[src/rtl/arith_pkg.sv]
// Shared definitions for the multi-cycle arithmetic blocks.
//   state_t    : FSM states of the chunked subtractor (IDLE, RUN, DONE)
//   WIDTH_DEF  : default operand/result width
//   num_chunks : number of CHUNK-wide slices in a WIDTH-wide word
//   cnt_width  : bits needed for the chunk counter (never less than 1)
package arith_pkg;

    typedef enum logic [1:0] {
        IDLE = 2'd0,
        RUN  = 2'd1,
        DONE = 2'd2
    } state_t;

    localparam int WIDTH_DEF = 32;

    function automatic int num_chunks(input int width, input int chunk);
        return width / chunk;
    endfunction

    function automatic int cnt_width(input int width, input int chunk);
        int w;
        w = $clog2(width / chunk);
        return (w < 1) ? 1 : w;
    endfunction

endpackage

[src/rtl/serial_sub32_if.sv]
// Handshake bundle for the serial subtractor.
//   in_valid/in_ready   : operand handshake (producer -> subtractor)
//   a, b                : minuend and subtrahend
//   out_valid/out_ready : result handshake (subtractor -> consumer)
//   diff                : a - b modulo 2^WIDTH
//   borrow_out          : unsigned a < b
//   overflow            : signed overflow of a - b
//   zero                : diff == 0
// slave is the subtractor's view, master is the surrounding datapath's view.
interface serial_sub32_if
    import arith_pkg::*;
#(
    parameter int WIDTH = WIDTH_DEF
) ();

    logic             in_valid;
    logic             in_ready;
    logic [WIDTH-1:0] a;
    logic [WIDTH-1:0] b;
    logic             out_valid;
    logic             out_ready;
    logic [WIDTH-1:0] diff;
    logic             borrow_out;
    logic             overflow;
    logic             zero;

    modport slave (
        input  in_valid, a, b, out_ready,
        output in_ready, out_valid, diff, borrow_out, overflow, zero
    );

    modport master (
        output in_valid, a, b, out_ready,
        input  in_ready, out_valid, diff, borrow_out, overflow, zero
    );

endinterface

[src/rtl/sub_chunk.sv]
// Combinational CHUNK-bit subtract cell: d_c = a_c + ~b_c + cin.
//   a_c  : minuend slice
//   b_c  : subtrahend slice (inverted internally)
//   cin  : carry in (1 for the least significant slice of a subtraction)
//   d_c  : difference slice
//   cout : carry out; its inverse is the borrow of this slice
module sub_chunk #(
    parameter int CHUNK = 8
) (
    input  logic [CHUNK-1:0] a_c,
    input  logic [CHUNK-1:0] b_c,
    input  logic             cin,
    output logic [CHUNK-1:0] d_c,
    output logic             cout
);

    logic [CHUNK:0] c;

    assign c[0] = cin;

    for (genvar i = 0; i < CHUNK; i++) begin : g_fa
        logic bn;
        assign bn       = ~b_c[i];
        assign d_c[i]   = a_c[i] ^ bn ^ c[i];
        assign c[i+1]   = (a_c[i] & bn) | (c[i] & (a_c[i] ^ bn));
    end

    assign cout = c[CHUNK];

endmodule

[src/rtl/serial_sub32.sv]
// Multi-cycle subtractor: diff = a - b, CHUNK bits per clock, LSB slice first.
//   clk   : rising-edge clock
//   rst_n : asynchronous active-low reset
//   bus   : serial_sub32_if.slave (operand and result valid/ready handshakes,
//           diff, borrow_out, overflow, zero)
// Operands are latched on the accept edge; one sub_chunk cell is reused for
// every slice, with the carry held in a register between slices. Result and
// flags are only driven while the result is valid so no partial value leaks.
module serial_sub32
    import arith_pkg::*;
#(
    parameter int WIDTH = WIDTH_DEF,
    parameter int CHUNK = 8
) (
    input  logic          clk,
    input  logic          rst_n,
    serial_sub32_if.slave bus
);

    localparam int            NCH  = num_chunks(WIDTH, CHUNK);
    localparam int            CW   = cnt_width(WIDTH, CHUNK);
    localparam logic [CW-1:0] LAST = CW'(NCH - 1);

    state_t           state;
    state_t           state_nx;
    logic [CW-1:0]    cnt;
    logic [WIDTH-1:0] a_r;
    logic [WIDTH-1:0] b_r;
    logic [WIDTH-1:0] d_r;
    logic [WIDTH-1:0] d_nx;
    logic             carry;
    logic             borrow_r;
    logic             ovf_r;
    logic             zero_r;

    logic [31:0]      base;
    logic [CHUNK-1:0] a_c;
    logic [CHUNK-1:0] b_c;
    logic [CHUNK-1:0] d_c;
    logic             cout;
    logic             accept;
    logic             last;

    assign accept = (state == IDLE) && bus.in_valid;
    assign last   = (state == RUN) && (cnt == LAST);

    // Select the current slice by shifting rather than a variable part-select,
    // which keeps CHUNK == WIDTH (no shift at all) legal.
    assign base = 32'(cnt) * 32'(CHUNK);
    assign a_c  = CHUNK'(a_r >> base);
    assign b_c  = CHUNK'(b_r >> base);

    sub_chunk #(
        .CHUNK(CHUNK)
    ) u_sub (
        .a_c  (a_c),
        .b_c  (b_c),
        .cin  (carry),
        .d_c  (d_c),
        .cout (cout)
    );

    // d_r is cleared on accept, so OR-ing the new slice into place is exact.
    // Flags on the last slice are computed from d_nx, the complete result.
    assign d_nx = d_r | (WIDTH'(d_c) << base);

    // ---- FSM state register ----
    always_ff @(posedge clk or negedge rst_n) begin
        if (!rst_n) begin
            state <= IDLE;
        end else begin
            state <= state_nx;
        end
    end

    // ---- FSM next state and handshake/result outputs ----
    always_comb begin
        state_nx       = state;
        bus.in_ready   = 1'b0;
        bus.out_valid  = 1'b0;
        bus.diff       = '0;
        bus.borrow_out = 1'b0;
        bus.overflow   = 1'b0;
        bus.zero       = 1'b0;
        unique case (state)
            IDLE: begin
                bus.in_ready = 1'b1;
                if (bus.in_valid) begin
                    state_nx = RUN;
                end
            end
            RUN: begin
                if (cnt == LAST) begin
                    state_nx = DONE;
                end
            end
            DONE: begin
                bus.out_valid  = 1'b1;
                bus.diff       = d_r;
                bus.borrow_out = borrow_r;
                bus.overflow   = ovf_r;
                bus.zero       = zero_r;
                if (bus.out_ready) begin
                    state_nx = IDLE;
                end
            end
            default: state_nx = IDLE;
        endcase
    end

    // ---- Operand latch and slice-serial datapath ----
    always_ff @(posedge clk or negedge rst_n) begin
        if (!rst_n) begin
            a_r      <= '0;
            b_r      <= '0;
            d_r      <= '0;
            cnt      <= '0;
            carry    <= 1'b0;
            borrow_r <= 1'b0;
            ovf_r    <= 1'b0;
            zero_r   <= 1'b0;
        end else if (accept) begin
            a_r   <= bus.a;
            b_r   <= bus.b;
            d_r   <= '0;
            cnt   <= '0;
            carry <= 1'b1;
        end else if (state == RUN) begin
            d_r   <= d_nx;
            carry <= cout;
            cnt   <= cnt + CW'(1);
            if (last) begin
                borrow_r <= ~cout;
                ovf_r    <= (a_r[WIDTH-1] != b_r[WIDTH-1]) && (d_nx[WIDTH-1] != a_r[WIDTH-1]);
                zero_r   <= (d_nx == '0);
            end
        end
    end

endmodule

[src/flat_wrapper.sv]
// flat-port wrapper written by rule: the top's interface ports become plain ports
module serial_sub32_flat import arith_pkg::*;
#(
    parameter int WIDTH = WIDTH_DEF,
    parameter int CHUNK = 8
)
  (clk, rst_n, bus_in_valid, bus_a, bus_b, bus_out_ready, bus_in_ready, bus_out_valid, bus_diff, bus_borrow_out, bus_overflow, bus_zero);
  serial_sub32_if #(.WIDTH(WIDTH)) bus_i ();
  input  logic clk;
  input  logic rst_n;
  input wire logic [$bits(bus_i.in_valid)-1:0] bus_in_valid;
  input wire logic [$bits(bus_i.a)-1:0] bus_a;
  input wire logic [$bits(bus_i.b)-1:0] bus_b;
  input wire logic [$bits(bus_i.out_ready)-1:0] bus_out_ready;
  output wire logic [$bits(bus_i.in_ready)-1:0] bus_in_ready;
  output wire logic [$bits(bus_i.out_valid)-1:0] bus_out_valid;
  output wire logic [$bits(bus_i.diff)-1:0] bus_diff;
  output wire logic [$bits(bus_i.borrow_out)-1:0] bus_borrow_out;
  output wire logic [$bits(bus_i.overflow)-1:0] bus_overflow;
  output wire logic [$bits(bus_i.zero)-1:0] bus_zero;
  assign bus_i.in_valid = bus_in_valid;
  assign bus_i.a = bus_a;
  assign bus_i.b = bus_b;
  assign bus_i.out_ready = bus_out_ready;
  assign bus_in_ready = bus_i.in_ready;
  assign bus_out_valid = bus_i.out_valid;
  assign bus_diff = bus_i.diff;
  assign bus_borrow_out = bus_i.borrow_out;
  assign bus_overflow = bus_i.overflow;
  assign bus_zero = bus_i.zero;
  serial_sub32 #(.WIDTH(WIDTH), .CHUNK(CHUNK)) u_core (.clk(clk), .rst_n(rst_n), .bus(bus_i));
endmodule
[config.mk]
export PLATFORM = sky130hd
export DESIGN_NAME = serial_sub32_flat
export DESIGN_NICKNAME = d
export VERILOG_FILES = /design/src/rtl/arith_pkg.sv /design/src/rtl/serial_sub32_if.sv /design/src/rtl/sub_chunk.sv /design/src/rtl/serial_sub32.sv /design/src/flat_wrapper.sv
export SDC_FILE = /design/constraint.sdc
export NUM_CORES = 1
export LEC_CHECK = 0
export BUFFER_PORTS_ARGS = -buffer_cell sky130_fd_sc_hd__buf_2
export CORE_MARGIN = 2
export CORE_UTILIZATION = 45
export DETAILED_ROUTE_END_ITERATION = 8
export HOLD_SLACK_MARGIN = 0.1
export MAX_ROUTING_LAYER = met4
export PLACE_DENSITY = 0.68
export SYNTH_ARGS = -nofsm -noshare
export SYNTH_HDL_FRONTEND = slang
export SYNTH_HIERARCHICAL = 1
export SYNTH_SLANG_ARGS = --single-unit
[constraint.sdc]
create_clock -name clk -period 6.8 [get_ports clk]
set_input_delay 1.02 -clock clk [delete_from_list [all_inputs] [get_ports clk]]
set_output_delay 1.02 -clock clk [all_outputs]
set_load 0.01 [all_outputs]
# After elaboration in Yosys (flattened, before gate mapping)

Index checks and enable logic that the tools add are counted.

Reduce and logical (&&, ||, !) cells: 8
$add $sub $neg: 1
Shift operators: 3
$mul: 0
Muxes and demuxes: 16
Equality and inequality tests: 8
Bitwise operators: 51
Divide/modulo/power cells: 0
Order comparisons: 0

Operator list:

| operator              | number |
|---|---|
| $mux W32              | 3 |
| $shr A32 B5 Y8        | 2 |
| $logic_not A32 Y1     | 1 |
| $or A32 B32 Y32       | 1 |
| $shl A8 B5 Y32        | 1 |
| $and A1 B1 Y1         | 16 |
| $xor A1 B1 Y1         | 16 |
| $mux W2               | 5 |
| $not A1 Y1            | 10 |
| $or A1 B1 Y1          | 8 |
| $mux W1               | 7 |
| $pmux W2 S3           | 1 |
| $reduce_and A3 Y1     | 2 |
| $eq A2 B2 Y1 const B  | 2 |
| $ne A2 B2 Y1 const B  | 2 |
| $logic_and A1 B1 Y1   | 3 |
| $add A2 B1 Y2 const B | 1 |
| $eq A2 B1 Y1 const B  | 1 |
| $logic_not A2 Y1      | 1 |
| $ne A1 B1 Y1          | 2 |
| $ne A2 B1 Y1 const B  | 1 |
| $reduce_bool A2 Y1    | 1 |

Memories kept: 0
Bits in writable memories: 0
Logic and storage cells: 96
Output and inout port bits: 37
Bits in latches: 0
Flip-flop bits (word level): 104
ROM bits: 0
Input bits: 68

# Depth between registers and ports, before layout

Gate-level depths: netlist of run 1.

Word-level depth: 22
Gate-level depth with buffers: 19
Depth with buffers taken out: 17

# By module

The synthesis of run 1 kept the hierarchy.

Modules (own cells, without submodules):

| module       | cells an instance | area each (sq um) | instances |
|---|---|---|---|
| serial_sub32 | 330               | 4599.4            | 1 |
| sub_chunk    | 26                | 227.7             | 1 |

# Worst setup path before layout of run 1

Ideal clock, no wire load.

Path kind: flip-flop to flip-flop
From: reg u_core.cnt[1]
To: reg u_core.zero_r
Path slack: 1.451 ns
Arrival time: 5.257 ns
Library setup time: 0.092 ns
Clock period less this slack: 5.349 ns
Required time: 6.708 ns
Stages on the path, launching flop included: 19
Cell sequence: dfrtp_1 -> buf_1 -> buf_2 -> mux4_2 -> fa_1 -> inv_1 -> fa_1 -> inv_1 -> fa_1 -> fa_1 -> fa_1 -> fa_1 -> fa_1 -> inv_1 -> fa_1 -> nor3_1 -> nor2_1 -> or4_1 -> o31ai_2

Cells in the longest elaborated chain, start to end: 21
Elaborated cells on any way between the ends: 53
Classes of those cells: eq/ne (1); shift (3); bitwise (46); reduce/logical (3)

RTL lines:

| element                  | line                | source |
|---|---|---|
| start: declaration       | serial_sub32.sv:26  | `logic [CW-1:0] cnt;` |
| start signal: assignment | serial_sub32.sv:131 | `cnt <= cnt + CW'(1);` |
| $shr A32 B5 Y8 (*)       | serial_sub32.sv:51  | `assign b_c = CHUNK'(b_r >> base);` |
| via u_core.b_c[0]        | serial_sub32.sv:38  | `logic [CHUNK-1:0] b_c;` |
| $not A1 Y1 (*)           | sub_chunk.sv:23     | `assign bn = ~b_c[i];` |
| $xor A1 B1 Y1            | sub_chunk.sv:25     | `assign c[i+1] = (a_c[i] & bn) \| (c[i] & (a_c[i] ^ bn));` |
| $and A1 B1 Y1            | sub_chunk.sv:25     |  |
| $or A1 B1 Y1 (*)         | sub_chunk.sv:25     |  |
| $and A1 B1 Y1 (*)        | sub_chunk.sv:25     |  |
| $or A1 B1 Y1 (*)         | sub_chunk.sv:25     |  |
| (+7 left out)            | -                   |  |
| $or A1 B1 Y1 (*)         | sub_chunk.sv:25     |  |
| $and A1 B1 Y1 (*)        | sub_chunk.sv:25     |  |
| $or A1 B1 Y1 (*)         | sub_chunk.sv:25     |  |
| $xor A1 B1 Y1 (*)        | sub_chunk.sv:24     | `assign d_c[i] = a_c[i] ^ bn ^ c[i];` |
| via u_core.d_c[7]        | serial_sub32.sv:39  | `logic [CHUNK-1:0] d_c;` |
| $shl A8 B5 Y32 (*)       | serial_sub32.sv:65  | `assign d_nx = d_r \| (WIDTH'(d_c) << base);` |
| $or A32 B32 Y32 (*)      | serial_sub32.sv:65  |  |
| $logic_not A32 Y1 (*)    | serial_sub32.sv:135 | `zero_r <= (d_nx == '0);` |
| end signal: assignment   | serial_sub32.sv:135 |  |
| end: declaration         | serial_sub32.sv:34  | `logic zero_r;` |

The timed path passes the listed nets; every way through them passes the cells marked *.
A chain may end at the register's enable or synchronous reset.

# Final worst setup path of run 1

Ends and elaborated chain as after synthesis.

==> metrics.cfg, run 1 <==
[global_route]
grt_max_degree = 59
grt_use_total = 0.194
grt_pass1_vias = 3260
antenna_found_initial = 0
grt_overflow_total = 0
grt_pass1_wl_um = 16800

[synth]
yosysUniqueCellTypes = 33
synth_flop_cell = dfrtp_1
synth_xor_xnor_area_share = 0
seq_area_frac_synth = 0.539
netlist_instances = 356
synth-simple-area-share = 0.0933
ys_async_sr_fraction = 1.00
synth_seq_cells = 104
yosys-mux-area-fraction = 0.224
synth_compound_area_frac = 0.0726
syn_nets = 433
syn_area_sq_um = 4830
ys_warn_count = 6
syn_area_per_cell_sq_um = 13.6
synth_top_family_by_area = multiplexers
synth_edf_count = 0
synth-adder-area-share = 0.0358

[timing]
period_share = 0.774
worstMarginPinSlew_ns = 0.690
relSlewSlack = 0.540
min_period_ns = 5.26
setup_tns_ns = 0
report.final.slew_viol_count = 0
setup_viol = 0
fmax_mhz = 190
finalHoldViolCount = 0
rsz0062_at_grt = no
skew_ns = 0.0110

[power_and_ir_drop]
leakage_nw = 2.70
powerDensity_nw_per_um2 = 548
peakVddDrop_uv = 302

[die]
die-area_sq_um = 11600
rows = 37
die_w_um = 108
die-height_um = 108
start_util = 0.465
coreArea_sq_um = 10400
ios = 105

[worst_setup_path]
worst-setup-path-type = flip-flop to flip-flop
start_kind = flip-flop
cp_cell_sequence = mux4_2 > fa_1 > inv_1 > fa_1 > inv_1 > fa_1 > fa_1 > fa_1 > fa_1 > fa_1 > inv_1 > fa_1 > nor3_1 > nor2_1 > or4_1 > o31ai_2
worst_path_max_delay_cell = dfrtp_1
crit_required_ns = 7.07
critPathBufInv = 3
cpPeakStageDelay_ns = 0.61
critPathArrivalTime_ns = 5.53
end_kind = flip-flop
path_max_fanout = 12
cp_common_cell = fa_1
crit_family = adder cells

[clock_tree]
cts_setup_buffers = 0
hold_buffers = 0
cts.sinks = 104
clock_latency_ns = 0.36
clock_path_buffers = 2
tritoncts = done
root_buffer = clkbuf_8
htree_levels = 3
cts_buffers = 9
cts.clk_slew.worst_paths_ns = 0.10
cts_resized = 0

[placement]
io_buffers = 104
dpl-instance-area_sq_um = 5480
dpl.hpwl_um = 7650
place_congestion = 0.852

[layout]
area_growth_pct = 17.1
antenna_cells = 0
final_core_util = 0.545
seqCellArea_sq_um = 2600
final_cell_mix = 104 x dfrtp_1, 103 x buf_2, 64 x mux2_2
multi_input_area_sq_um = 2060
final_common_cell = dfrtp_1
layout-drive-gt1-share = 0.460
fin_nets = 533
design_area_sq_um = 5650
fillers = 923

[drt]
vias_per_cell = 5.20
first_pass_iters = 4
drc_errors = 0
wl_um = 10300
antenna_left = 0
vias = 3104
first_iter_violations = 141
wl_per_cell_um = 17.3

[run]
drv_cap = 0

[hold_path]
min_path_type = flip-flop to flip-flop

[outcome]
status = finished, final reports clean

==> synth_stat cells, types with 3 or more instances <==
cell type  number  area (sq um)
and2_1         33           206
nor2b_1         3          18.8
a21oi_1         3          15.0
inv_1          22          82.6
nand2_1         9          33.8
a22o_1         29           254
mux2_2         64           721
o21ai_0         5          25.0
buf_2          10          50.1
nor4_1          7          43.8
clkbuf_1        9          33.8
dfrtp_1       104          2600
mux4_2         16           360
nor2_1          9          33.8
fa_1            8           160
==> logic make-up (layout without fill, tap and decap cells) <==
family                     Yosys count  in the layout
adders and majority gates            9              9
buffers and inverters               42            147
AOI/OAI and AO/OA                   44             44
DFF                                104            104
muxes                               80             80
and+or+nand+nor                     77             77
==> per-layer routing <==
metal	GRT usage	share of wire	wire length [um]	vias up
met3	0.0315	0.040	416	5
met1	0.261	0.47	4810	1547
met5	-	0	0	-
met4	0.0339	0.0053	55	0
met2	0.319	0.49	5050	78
li1	-	-	-	1474
==> where the power goes <==
| group | switching (mW) | leakage (nW) | internal, mW |
|---|---|---|---|
| logic | 0.906 | 1.34 | 0.731 |
| clock network | 0.216 | 0.0908 | 0.137 |
| registers | 0.190 | 1.27 | 0.915 |
| total | 1.31 | 2.70 | 1.78 |
==> sequential cells by signal (all words and copies together), names as in the netlist <==
register and flops:
u_core/state 2, u_core/borrow_r 1, u_core/b_r 32, u_core/d_r 32, u_core/ovf_r 1, u_core/carry 1, u_core/cnt 2, u_core/a_r 32
u_core/zero_r 1
==> final timing paths <==
check                      cells after the start               to             from  slack (ns)
max                                           16    u_core/zero_r    u_core/cnt[1]        1.54
max in group asynchronous                      2   u_core/b_r[26]            rst_n        5.01
min                                            2  u_core/borrow_r  u_core/borrow_r        0.49
min in group asynchronous                      1  u_core/state[1]            rst_n        0.65
max reg2reg                                   16    u_core/zero_r    u_core/cnt[1]        1.54
min reg2reg                                    2  u_core/borrow_r  u_core/borrow_r        0.49
==> tightest hold or removal path: stages, from the launching register on <==
cell and delay (ns):
dfrtp_1 0.35, nand2_1 0.05, o21ai_0 0.06
==> area by class of cell <==
class,instances,share of cell area
clock buffer,9,0.0219
clock inverter,7,0.00929
inverter,22,0.0146
tap,136,0.0301
sequential,104,0.460
timing repair buffer,109,0.0991
multi-input combinational,210,0.365
==> stage by stage <==
step           hold slack (ns)  total power, mW  worst slack [ns]  cells
2_1_floorplan            0.442             2.27              1.45    356
3_5_place_dp             0.476             2.77              1.58    581
5_1_grt                  0.528             3.35              1.21    597
3_3_place_gp             0.464             2.71              1.66    581
6_report                 0.489             3.10              1.54    597
4_1_cts                  0.498             3.12              1.56    597
Note: power is estimated with default switching activity, not from simulation.
==> inputs of run 2 (changes only) <==
--- a/config.mk
+++ b/config.mk
@@ -11,7 +11,7 @@
 export DETAILED_ROUTE_END_ITERATION = 8
 export HOLD_SLACK_MARGIN = 0.1
 export MAX_ROUTING_LAYER = met4
-export PLACE_DENSITY = 0.68
+export PLACE_DENSITY = 0.71
 export SYNTH_ARGS = -nofsm -noshare
 export SYNTH_HDL_FRONTEND = slang
 export SYNTH_HIERARCHICAL = 1
==> constraint.sdc (replaced) <==
create_clock -name clk -period 4.75 [get_ports clk]
set_input_delay 0.7125 -clock clk [delete_from_list [all_inputs] [get_ports clk]]
set_output_delay 0.7125 -clock clk [all_outputs]
set_load 0.01 [all_outputs]
==> run 2 against run 1 <==
- the flow now finishes with violations (setup timing)
- utilization is 1.5 points higher
- routed wire length increased by 2.5%
- largest cell class unchanged
- clock skew is 0.0011 ns lower
- fmax rose by 9.2%
==> metrics.cfg, run 2 (same netlist as run 1, synthesis figures left out) <==
[layout]
final_cell_mix = 103 x buf_2, 103 x dfrtp_1, 64 x mux2_2  ; was 104 x dfrtp_1, 103 x buf_2, 64 x mux2_2
antenna_cells = 0  ; unchanged
fin_nets = 542  ; was 533
top_regs = u_core/a_r: 32 flops, u_core/b_r: 32 flops, u_core/d_r: 32 flops  ; unchanged
area_growth_pct = 20.3  ; was 17.1%
layout-drive-gt1-share = 0.502  ; was 0.460

[worst_setup_path]
startpoint = u_core/cnt[0]  ; was u_core/cnt[1]
start_kind = flip-flop  ; unchanged
cp-endpoint = u_core/zero_r  ; unchanged
path_max_fanout = 4  ; was 12
crit_required_ns = 5.03  ; was 7.07 ns
reg2reg_from = u_core/cnt[0]  ; was u_core/cnt[1]
critPathArrivalTime_ns = 5.10  ; was 5.53 ns
reg2reg_depth = 16  ; unchanged
r2r_slack_ns = -0.07  ; was 1.54 ns
r2r_end = u_core/zero_r  ; unchanged
end_kind = flip-flop  ; unchanged
worst-setup-path-type = flip-flop to flip-flop  ; unchanged

[clock_tree]
cts_buffers = 9  ; unchanged
htree_levels = 3  ; unchanged
clock_path_buffers = 2  ; unchanged
clock_latency_ns = 0.37  ; was 0.36 ns
cts.sinks = 104  ; unchanged
cts.clk_slew.worst_paths_ns = 0.10  ; about the same
root_buffer = clkbuf_8  ; unchanged
tritoncts = done  ; unchanged
hold_buffers = 0  ; unchanged

[placement]
place_congestion = 0.833  ; was 0.852
dpl.hpwl_um = 7860  ; was 7650 um
io_buffers = 104  ; unchanged

[timing]
skew_ns = 0.00991  ; was 0.0110 ns
setup_viol = 1  ; was 0
fmax_mhz = 208  ; was 190 MHz
min_period_ns = 4.82  ; was 5.26 ns
worstMarginPinSlew_ns = 0.811  ; was 0.690 ns
period_share = 1.01  ; was 0.774
finalHoldViolCount = 0  ; unchanged
report.final.slew_viol_count = 0  ; unchanged
setup_tns_ns = -0.0678  ; was 0 ns
relSlewSlack = 0.459  ; was 0.540
rsz0062_at_grt = yes  ; was no
hold_slack_ns = 0.429  ; was 0.489 ns
final.setup.worst_slack_ns = -0.0678  ; was 1.54 ns

[drt]
vias_per_cell = 5.29  ; was 5.20
dr.max_layer_used = met4  ; unchanged
first_pass_iters = 4  ; unchanged
antenna_left = 0  ; unchanged
drc_errors = 0  ; unchanged
wl_met2_um = 5280  ; was 5050 um
wl_met3_um = 504  ; was 416 um
wl_per_cell_um = 17.5  ; was 17.3 um
first_iter_violations = 139  ; was 141
vias = 3206  ; was 3104
wl_um = 10600  ; was 10300 um
met1_length_um = 4720  ; was 4810 um

[global_route]
grt_use_total = 0.201  ; was 0.194
grt_overflow_total = 0  ; unchanged
grt_max_degree = 67  ; was 59
grt_pass1_vias = 3397  ; was 3260
grt_pass1_wl_um = 17200  ; was 16800 um
antenna_found_initial = 0  ; unchanged

[power_and_ir_drop]
powerDensity_nw_per_um2 = 843  ; was 548 nW/um^2
p_sw_mw = 2.06  ; was 1.31 mW
leakage_nw = 2.76  ; was 2.70 nW
power.sequential.fraction = 0.324  ; was 0.357
pwr-share-comb = 0.559  ; was 0.529
peakVddDrop_uv = 409  ; was 302 uV
clkPwrFrac = 0.118  ; was 0.114
sw_frac_of_total = 0.420  ; was 0.424
p_int_mw = 2.84  ; was 1.78 mW

[die]
ios = 105  ; unchanged
coreArea_sq_um = 10400  ; unchanged
die-height_um = 108  ; unchanged
rows = 37  ; unchanged
die_w_um = 108  ; unchanged
start_util = 0.465  ; unchanged
die-area_sq_um = 11600  ; unchanged

[hold_path]
min_path_type = input port to asynchronous set/reset pin  ; was flip-flop to flip-flop

[outcome]
violations = setup timing
status = complete, but fails checks  ; was finished, final reports clean

[run]
drv_cap = 0  ; unchanged

-- run 2: cell count changes in the layout (fill, tap and decap cells not counted), sizes merged --
cell	before	now
buf	109	118
clkinvlp	1	0
inv	26	27
clkinv	2	1
bufinv	0	1
-- run 2: metal layers --
layer,GRT usage,vias up
li1,-,1496
met1,0.258,1598
met2,0.329,102
met3,0.0400,10
met4,0.0531,0
met5,-,-
-- run 2: layout make-up --
cell class,count,area [sq um]
clock inverter,7,83.8
sequential,104,2600
timing repair buffer,118,632
multi-input combinational,210,2110
tap,136,170
inverter,22,82.6
clock buffer,9,124
fill,917,4560
-- run 2: critical path: stages (launching register included) --
cell and delay (ns):
dfrtp_2 0.43, mux4_2 0.53, fa_2 0.38, inv_2 0.06, fa_1 0.15, inv_1 0.05
fa_2 0.34, fa_2 0.36, fa_2 0.37, fa_2 0.37, fa_2 0.35, inv_2 0.06
fa_1 0.44, or4_4 0.46, a21oi_2 0.16, nor2_1 0.06, o31ai_2 0.16
-- run 2: worst min path at each step --
stage / end / depth (start not counted)
2_1_floorplan: u_core/a_r[0] / 0
3_3_place_gp: u_core/borrow_r / 2
3_5_place_dp: u_core/ovf_r / 2
4_1_cts: u_core/a_r[6] / 1
5_1_grt: u_core/a_r[6] / 1
6_report: u_core/d_r[19] / 1
-- run 2: power by group through the flow --
stage / clock (mW) / combinational (mW) / sequential (mW)
after floorplan: 0 / 1.82 / 1.48
after CTS: 0.592 / 2.71 / 1.58
after detailed placement: 0 / 2.56 / 1.60
after global placement: 0 / 2.48 / 1.57
final: 0.575 / 2.73 / 1.58
after global routing: 0.632 / 2.98 / 1.64
-- run 2: what timing repair did --
item,4_1_cts,5_1_grt
pin swaps,4,1
buffers inserted,1,0
gates resized for setup,6,6
setup endpoints to repair,1,2
-- run 2: metrics by stage --
stage                     utilization  area, sq um  setup slack [ns]  power, mW  std cells
after detailed placement        0.535         5550            -0.225       4.16        589
final                           0.560         5810           -0.0678       4.89        606
after global placement          0.535         5550            -0.117       4.06        589
after floorplan                     -         4860            -0.229       3.30        356
after CTS                       0.559         5800           -0.0936       4.88        606
after global routing            0.560         5810            -0.172       5.25        606
